==> src/rtl/mem_fifo_ctrl_pkg.sv <==
// Shared memory constants for the FIFO controller and the 64x8 single-port memory interface.
// Latency: n/a (constants only).
// Backpressure: n/a.
package mem_fifo_ctrl_pkg;

    localparam int MEM_DATA_W = 8;
    localparam int MEM_ADDR_W = 6;
    localparam int MEM_DEPTH  = 1 << MEM_ADDR_W;

endpackage

==> src/rtl/mem_fifo_ctrl_ptr_counter.sv <==
// Wrapping W-bit pointer counter with enable and synchronous active-high reset.
// Latency: new value visible one cycle after en_i.
// Backpressure: none; caller gates en_i.
module ptr_counter
    import mem_fifo_ctrl_pkg::*;
#(
    parameter int W = MEM_ADDR_W
) (
    input  logic         clk,
    input  logic         reset,
    input  logic         en_i,
    output logic [W-1:0] cnt_o
);

    logic [W-1:0] cnt_q;
    logic [W-1:0] cnt_d;

    // Natural overflow gives the modulo 2**W wrap.
    always_comb begin
        cnt_d = cnt_q;
        if (en_i) begin
            cnt_d = cnt_q + W'(1);
        end
    end

    always_ff @(posedge clk) begin
        if (reset) begin
            cnt_q <= '0;
        end else begin
            cnt_q <= cnt_d;
        end
    end

    assign cnt_o = cnt_q;

endmodule

==> src/rtl/mem_fifo_ctrl.sv <==
// FIFO controller driving an external single-port memory, one access per cycle, read beats write.
// Latency: write stored at the accepting edge; read data returned one cycle after the read handshake.
// Backpressure: wr_ready_o drops when full or when a read takes the memory; rd_ready_o drops when empty.
module mem_fifo_ctrl
    import mem_fifo_ctrl_pkg::*;
#(
    parameter int DATA_W = MEM_DATA_W,
    parameter int ADDR_W = MEM_ADDR_W
) (
    input  logic              clk,
    input  logic              reset,
    input  logic              wr_valid_i,
    input  logic [DATA_W-1:0] wr_data_i,
    output logic              wr_ready_o,
    input  logic              rd_req_i,
    output logic              rd_ready_o,
    output logic              rd_valid_o,
    output logic [DATA_W-1:0] rd_data_o,
    output logic              sel_o,
    output logic [ADDR_W-1:0] addr_0_o,
    output logic [ADDR_W-1:0] addr_1_o,
    output logic [DATA_W-1:0] data_o,
    input  logic [DATA_W-1:0] q_i,
    output logic [ADDR_W:0]   count_o,
    output logic              full_o,
    output logic              empty_o
);

    localparam logic [ADDR_W:0] FULL_CNT = {1'b1, {ADDR_W{1'b0}}};

    logic [ADDR_W:0]   count_q;
    logic [ADDR_W:0]   count_d;
    logic              rd_valid_q;
    logic              rd_valid_d;
    logic              rd_fire;
    logic              wr_fire;
    logic [ADDR_W-1:0] wr_ptr;
    logic [ADDR_W-1:0] rd_ptr;

    assign empty_o    = (count_q == '0);
    assign full_o     = (count_q == FULL_CNT);
    assign rd_ready_o = !empty_o;
    assign wr_ready_o = !full_o && !(rd_req_i && !empty_o);

    assign rd_fire = rd_req_i && rd_ready_o;
    assign wr_fire = wr_valid_i && wr_ready_o;

    // The memory only writes when sel_o is low; reset must never let a write through.
    assign sel_o    = reset || !wr_fire;
    assign addr_0_o = wr_ptr;
    assign addr_1_o = rd_ptr;
    assign data_o   = wr_data_i;

    always_comb begin
        count_d    = count_q;
        rd_valid_d = rd_fire;
        if (wr_fire) begin
            count_d = count_q + (ADDR_W+1)'(1);
        end else if (rd_fire) begin
            count_d = count_q - (ADDR_W+1)'(1);
        end
    end

    always_ff @(posedge clk) begin
        if (reset) begin
            count_q    <= '0;
            rd_valid_q <= 1'b0;
        end else begin
            count_q    <= count_d;
            rd_valid_q <= rd_valid_d;
        end
    end

    ptr_counter #(.W(ADDR_W)) u_wr_ptr (
        .clk   (clk),
        .reset (reset),
        .en_i  (wr_fire),
        .cnt_o (wr_ptr)
    );

    ptr_counter #(.W(ADDR_W)) u_rd_ptr (
        .clk   (clk),
        .reset (reset),
        .en_i  (rd_fire),
        .cnt_o (rd_ptr)
    );

    assign count_o    = count_q;
    assign rd_valid_o = rd_valid_q;
    assign rd_data_o  = rd_valid_q ? q_i : '0;

endmodule
==> config.mk <==
export PLATFORM = sky130hd
export DESIGN_NAME = mem_fifo_ctrl
export DESIGN_NICKNAME = d
export VERILOG_FILES = /design/src/rtl/mem_fifo_ctrl_pkg.sv /design/src/rtl/mem_fifo_ctrl_ptr_counter.sv /design/src/rtl/mem_fifo_ctrl.sv
export SDC_FILE = /design/constraint.sdc
export NUM_CORES = 1
export LEC_CHECK = 0
export ABC_AREA = 1
export CAP_MARGIN = 20
export CORE_ASPECT_RATIO = 1.25
export CORE_MARGIN = 2
export CORE_UTILIZATION = 30
export CTS_BUF_LIST = sky130_fd_sc_hd__clkbuf_4 sky130_fd_sc_hd__clkbuf_8
export CTS_CLUSTER_DIAMETER = 120
export DETAILED_ROUTE_END_ITERATION = 6
export PLACE_DENSITY = 0.65
export SYNTH_ARGS = -nofsm -noshare
export SYNTH_HDL_FRONTEND = slang
export SYNTH_SLANG_ARGS = --single-unit
==> constraint.sdc <==
create_clock -name clk -period 3 [get_ports clk]
set_clock_uncertainty 0.05 [all_clocks]
set_input_delay 0.3 -clock clk [delete_from_list [all_inputs] [get_ports clk]]
set_output_delay 0.3 -clock clk [all_outputs]
set_load 0.02 [all_outputs]
==> run metrics, run 1 <==
status=completed; Max-Cap Viols=0; Worst-path clk slew=0.07 ns; Final Hold Vio Count=0; syn avg cell area=7.11 um2; critical path data required time=2.65 ns; I/O pins=61; total number of vias=around 1200; Synth cell types=23; First DRT Iteration DRCs=between 40 and 50; core area=4070 um2; Max Buffers Root-to-Sink=2; Post-CTS Setup Bufs=0; first-pass GRT wire length=4970 um; Hold Worst Slack=0.460 ns; Worst-Margin Slew=about 0.37 ns; layout cells sized above 1=5.12%; pin count of the biggest net entering global routing=16; Inst Count DP=267; Leak Pwr=0.793 nW; Slew Limit Headroom=about three quarters; WP data arrival=2.16 ns; total power=1.41 mW; starting density of the core=31.1%; hpwl dp=2240 um; #FFs+latches synth=20; die width=between 60 and 70 um; # clock sinks=20; synth warn=0; sequential share of the synthesized area=31.6%; flop-to-flop setup slack=between 0.5 and 0.6 ns; Cell Count, Final, Fillers Out=271; crit path capture type=output port; # nets final=between 200 and 250; Port Buffers=44; drc violations=0; Detailed Routing Iterations Pass 1=4; critical path class=reg2out; Hold Crit Class=reg2reg; Global Route met1 Usage=~15%; # fillers=429; grt peak-use layer=met2; worst vdd rail ir drop=between 0.4 and 0.5 mV; Post-DP Area=1700 um2; Critical Path Fanout Max=9; clock root buffer=clkbuf_8; row count=26; met3 GRT Util=under 10%; Area Growth Syn to Fin=38.7%; hold-fix buffers at CTS=0; diodes inserted=0; CTS tree=done; Mapped Area=about 1300 um2; ANT nets after route=0; later-pin clock latency in the skew report=0.26 ns; Final setup violation count=0; vias per std cell=4.39; All-Layer GR Usage=12.8%; crit share post-route=83.6%; Cells after Synth=178; RD Place Congestion=slightly below 0.8; Final Cell Area=about 1800 um2; crit path time final=2.51 ns; RSZ-0062 raised after global routing=no; maximum clock rate=399 MHz; CTS buffer count=3; post-cts sizing count=0; initial antenna violation count=0; Routed Wire Length=2900 um; syn nets=206; drt wl/cell=10.7 um; die height=76.6 um; Die Area=4760 um2; M2 GR Usage=a little over a fifth; number of global-route vias before repair=1099; max-slew violations=0; GRT overflow=0; Pwr per Cell Area=805 nW/um2; CTS H-tree depth=1; CP startpoint kind=flop; setup_tns=0 ns
## area by class of cell
cell class	instances	area, um2	area share (%)
multi-input cells	123	697	39.7
clock buffers	4	55.1	3.13
repair buffers	45	448	25.5
well taps	56	70.1	3.99
flip-flops and latches	20	400	22.8
inverters	23	86.3	4.91
## sequential cells by signal (all words and copies together) (netlist names)
| name | cells |
|---|---|
| rd_valid_o | 1 |
| u_rd_ptr.cnt_o | 6 |
| count_o | 7 |
| u_wr_ptr.cnt_o | 6 |
## power by group
part / switching (mW) / internal, mW / total [mW]
clock: 0.0908 / 0.117 / 0.208
combinational: 0.458 / 0.358 / 0.817
sequential: 0.0696 / 0.320 / 0.389
total: 0.619 / 0.795 / 1.41
## routing by layer
metal / share of wire [%] / vias to the layer above / wire, um
met3: 7.2 / 6 / 209
met5: 0 / - / 0
met2: 45 / 41 / 1300
met4: 2.7 / 0 / 78
met1: 45 / 508 / 1320
li1: - / 634 / -
## layout by cell type, fill, tap and decap left out, drive strengths merged, types with 4 or more instances in the layout
cell           netlist  layout
nand2               38      38
clkdlybuf4s50        0      44
dfxtp               20      20
xnor2                5       5
xor2                 4       4
nand3               15      15
inv                 23      23
o21ai               11      11
nor2                22      22
a21oi               15      15
clkbuf               2       4
ha                   7       7
## worst max-delay path: stages, from the launching register on
cell and delay (ns):
dfxtp_1 0.38, nor2_1 0.12, nand2_1 0.12, o21ai_4 0.32, inv_2 0.17, nor2_8 0.15
nand3_1 0.08, clkdlybuf4s50_1 0.55
## cell families (layout without fill, tap and decap cells)
kind of cell	after synthesis	after routing	synth area share, %
AND/OR/NAND/NOR	79	79	28.6
buffers and inverters	35	72	13.3
AO/OA/AOI/OAI	27	27	11.8
flip-flops	20	20	31.6
XOR/XNOR	9	9	6.22
adder cells (fa/ha/maj)	8	8	8.50
## synthesized netlist by cell type
master,instances,area [um2]
nand2_1,37,139
inv_1,22,82.6
dfxtp_1,20,400
nor2_1,20,75.1
a21oi_1,15,75.1
nand3_1,14,70.1
buf_4,10,75.1
o21ai_0,9,45.0
ha_1,7,87.6
xnor2_1,5,43.8
xor2_1,4,35.0
clkbuf_1,2,7.51
nand4_1,2,12.5
nor3_1,2,10.0
fa_1,1,20.0
inv_2,1,3.75
nand2_4,1,11.3
nand3_4,1,17.5
nor2_2,1,6.26
nor2_8,1,20.0
o21a_1,1,7.51
o21ai_1,1,5.00
o21ai_4,1,16.3
## through the flow
stage	utilization [%]	setup slack, ns
global placement	41.8	0.541
detailed placement	41.8	0.517
finish	43.2	0.492
floorplan	-	0.730
global route	43.2	0.331
CTS	43.2	0.463
## worst paths after layout
check / cells after the start / from / endpoint
setup / recovery: 7 / count_o[0]$_SDFFE_PP0P_ / sel_o
hold / removal: 2 / u_rd_ptr.cnt_o[5]$_SDFFE_PP0P_ / u_rd_ptr.cnt_o[5]$_SDFFE_PP0P_
setup reg to reg: 10 / count_o[0]$_SDFFE_PP0P_ / count_o[6]$_SDFFE_PP0P_
hold reg to reg: 2 / u_rd_ptr.cnt_o[5]$_SDFFE_PP0P_ / u_rd_ptr.cnt_o[5]$_SDFFE_PP0P_
(Power assumes the default switching activity.)
==> run 2, diff against run 1 <==
clock period = 2.5 ns   (was 3 ns; I/O delays follow)
==> run metrics, run 2 (synthesized netlist as in run 1, its figures left out) <==
maximum clock rate=approximately 450 MHz; status=completed; Detailed Routing Iterations Pass 1=4; Final setup violation count=0; clock root buffer=clkbuf_8; Worst Path Buf+Inv=3; CTS H-tree depth=1; First DRT Iteration DRCs=24; hold path start=wr_data_i[2]; met3 GRT Util=3.55%; Max-Cap Viols=0; Hold Path Stages=0; crit path time final=2.24 ns; RSZ-0062 raised after global routing=no; starting density of the core=31.1%; Critical Path, Cell by Cell=nor2_1, nand2_1, inv_1, nand3_1, inv_1, clkdlybuf4s50_1; row count=26; Die Area=4760 um2; flop-to-flop setup slack=0.28 ns; worst vdd rail ir drop=0.466 mV; Worst R2R Path Depth=13; r2r endpoint=count_o[6]$_SDFFE_PP0P_; critical path class=reg2out; RD Place Congestion=0.804; crit path capture type=output port; max incr delay on CP=~0.65 ns; Final Hold Vio Count=0; Crit path top cell by count=inv_1; number of global-route vias before repair=1155; cell family with most CP delay=buffers and inverters; later-pin clock latency in the skew report=0.26 ns; Critical Path Fanout Max=5; Worst-path clk slew=0.07 ns; diodes inserted=0; hold-fix buffers at CTS=0; initial antenna violation count=0; die width=62.1 um; WP data arrival=1.94 ns; Max stage delay cell, worst path=clkdlybuf4s50_1; Slew Limit Headroom=between 70 and 80%; Port Buffers=44; # nets final=248; ANT nets after route=0; max-slew violations=0; total power=1.72 mW; Worst R2R Start=count_o[1]$_SDFFE_PP0P_; WHS Endpoint=data_o[2]; All-Layer GR Usage=13.5%; Pwr per Cell Area=961 nW/um2; die height=76.6 um; CTS buffer count=3; pin count of the biggest net entering global routing=13; Hold Crit Class=in2out; drc violations=0; I/O pins=61; first-pass GRT wire length=approximately 5100 um; layout cells sized above 1=7.31%; # clock sinks=20; GRT overflow=0; vias per std cell=4.44; M2 GR Usage=23.5%; most frequent cells in the layout=clkdlybuf4s50_1, nand2_1, inv_1; Leak Pwr=between 0.8 and 0.9 nW; CTS tree=done; Max Buffers Root-to-Sink=2; Global Route met1 Usage=about 14%; grt peak-use layer=met2; hpwl dp=2340 um; Worst-Margin Slew=0.403 ns; # fillers=428; critical path data required time=2.20 ns; crit share post-route=between 80 and 90%; total number of vias=around 1200; max reg flops=7; core area=just over 4000 um2; Routed Wire Length=2980 um; setup_tns=0 ns; CP startpoint kind=flop; Area Growth Syn to Fin=41.6%; commonest non-fill, non-tap cell in the layout=clkdlybuf4s50_1; drt wl/cell=10.8 um
## run 2: changes by cell type in the layout (fill, tap and decap cells not counted)
cell	change
buf_4	+4
clkdlybuf4s50_1	-2
dlymetal6s2s_1	+2
dfxtp_1	-1
dfxtp_2	+1
## run 2: worst max path at each step
stage | from | end | slack, ns | depth (start not counted)
3_3_place_gp | count_o[4]$_SDFFE_PP0P_ | count_o[5]$_SDFFE_PP0P_ | 0.23 | 12
2_1_floorplan | count_o[4]$_SDFFE_PP0P_ | count_o[5]$_SDFFE_PP0P_ | 0.23 | 12
4_1_cts | count_o[0]$_SDFFE_PP0P_ | sel_o | 0.06 | 8
5_1_grt | count_o[1]$_SDFFE_PP0P_ | count_o[5]$_SDFFE_PP0P_ | 0.03 | 13
6_report | count_o[1]$_SDFFE_PP0P_ | full_o | 0.26 | 6
3_5_place_dp | count_o[4]$_SDFFE_PP0P_ | count_o[6]$_SDFFE_PP0P_ | 0.19 | 12
## run 2: metrics by stage
stage                     std cells  setup slack (ns)  instance area (um2)  util, %  hold WS [ns]
after floorplan                 178             0.230                 1270        -         0.403
after global placement          269             0.233                 1720     42.2         0.442
after detailed placement        269             0.193                 1720     42.2         0.448
after CTS                       275            0.0562                 1790     43.9         0.450
after global routing            275            0.0299                 1790     44.1         0.450
final                           275             0.261                 1790     44.1         0.450
## run 2: power breakdown
group          leakage (nW)  total, mW  internal (mW)  switching [mW]
clock network        0.0288      0.249          0.140           0.108
registers             0.164      0.466          0.384          0.0819
logic                 0.630       1.01          0.448           0.561
## run 2: final cells by class
class | count | area, um2 | area share (%)
inverter | 23 | 86.3 | 4.82
clock buffer | 4 | 55.1 | 3.07
timing repair buffer | 49 | 483 | 26.9
multi-input combinational | 123 | 697 | 38.9
tap | 56 | 70.1 | 3.91
sequential | 20 | 402 | 22.4
## run 2: worst reg2reg max path, cell delays in order (launching register included)
cell and delay (ns):
dfxtp_1 0.36, nor2_1 0.10, nand2_1 0.12, o21ai_4 0.19, buf_4 0.15, nand3_4 0.11, ha_1 0.37, a21oi_1 0.20
o21a_1 0.16, nand2_1 0.06, nand2_1 0.09, nand3_1 0.07, nand2_1 0.07, nor2_1 0.04
## run 2: repair_timing
action	CTS	global route
setup endpoints to repair	1	3
gates resized for setup	0	3
setup buffers	2	0
pin swaps	1	0
## run 2: metal layers
| metal | part of all wire [%] | wire length (um) |
|---|---|---|
| met1 | 41 | 1220 |
| met2 | 49 | 1460 |
| met3 | 6.8 | 203 |
| met4 | 3.1 | 92 |
| met5 | 0 | 0 |
==> run 3, diff against run 2 <==
TNS_END_PERCENT = 50   (was unset)
==> results of run 3 <==
The final DEF is identical to that of run 2; final timing and power are the same.
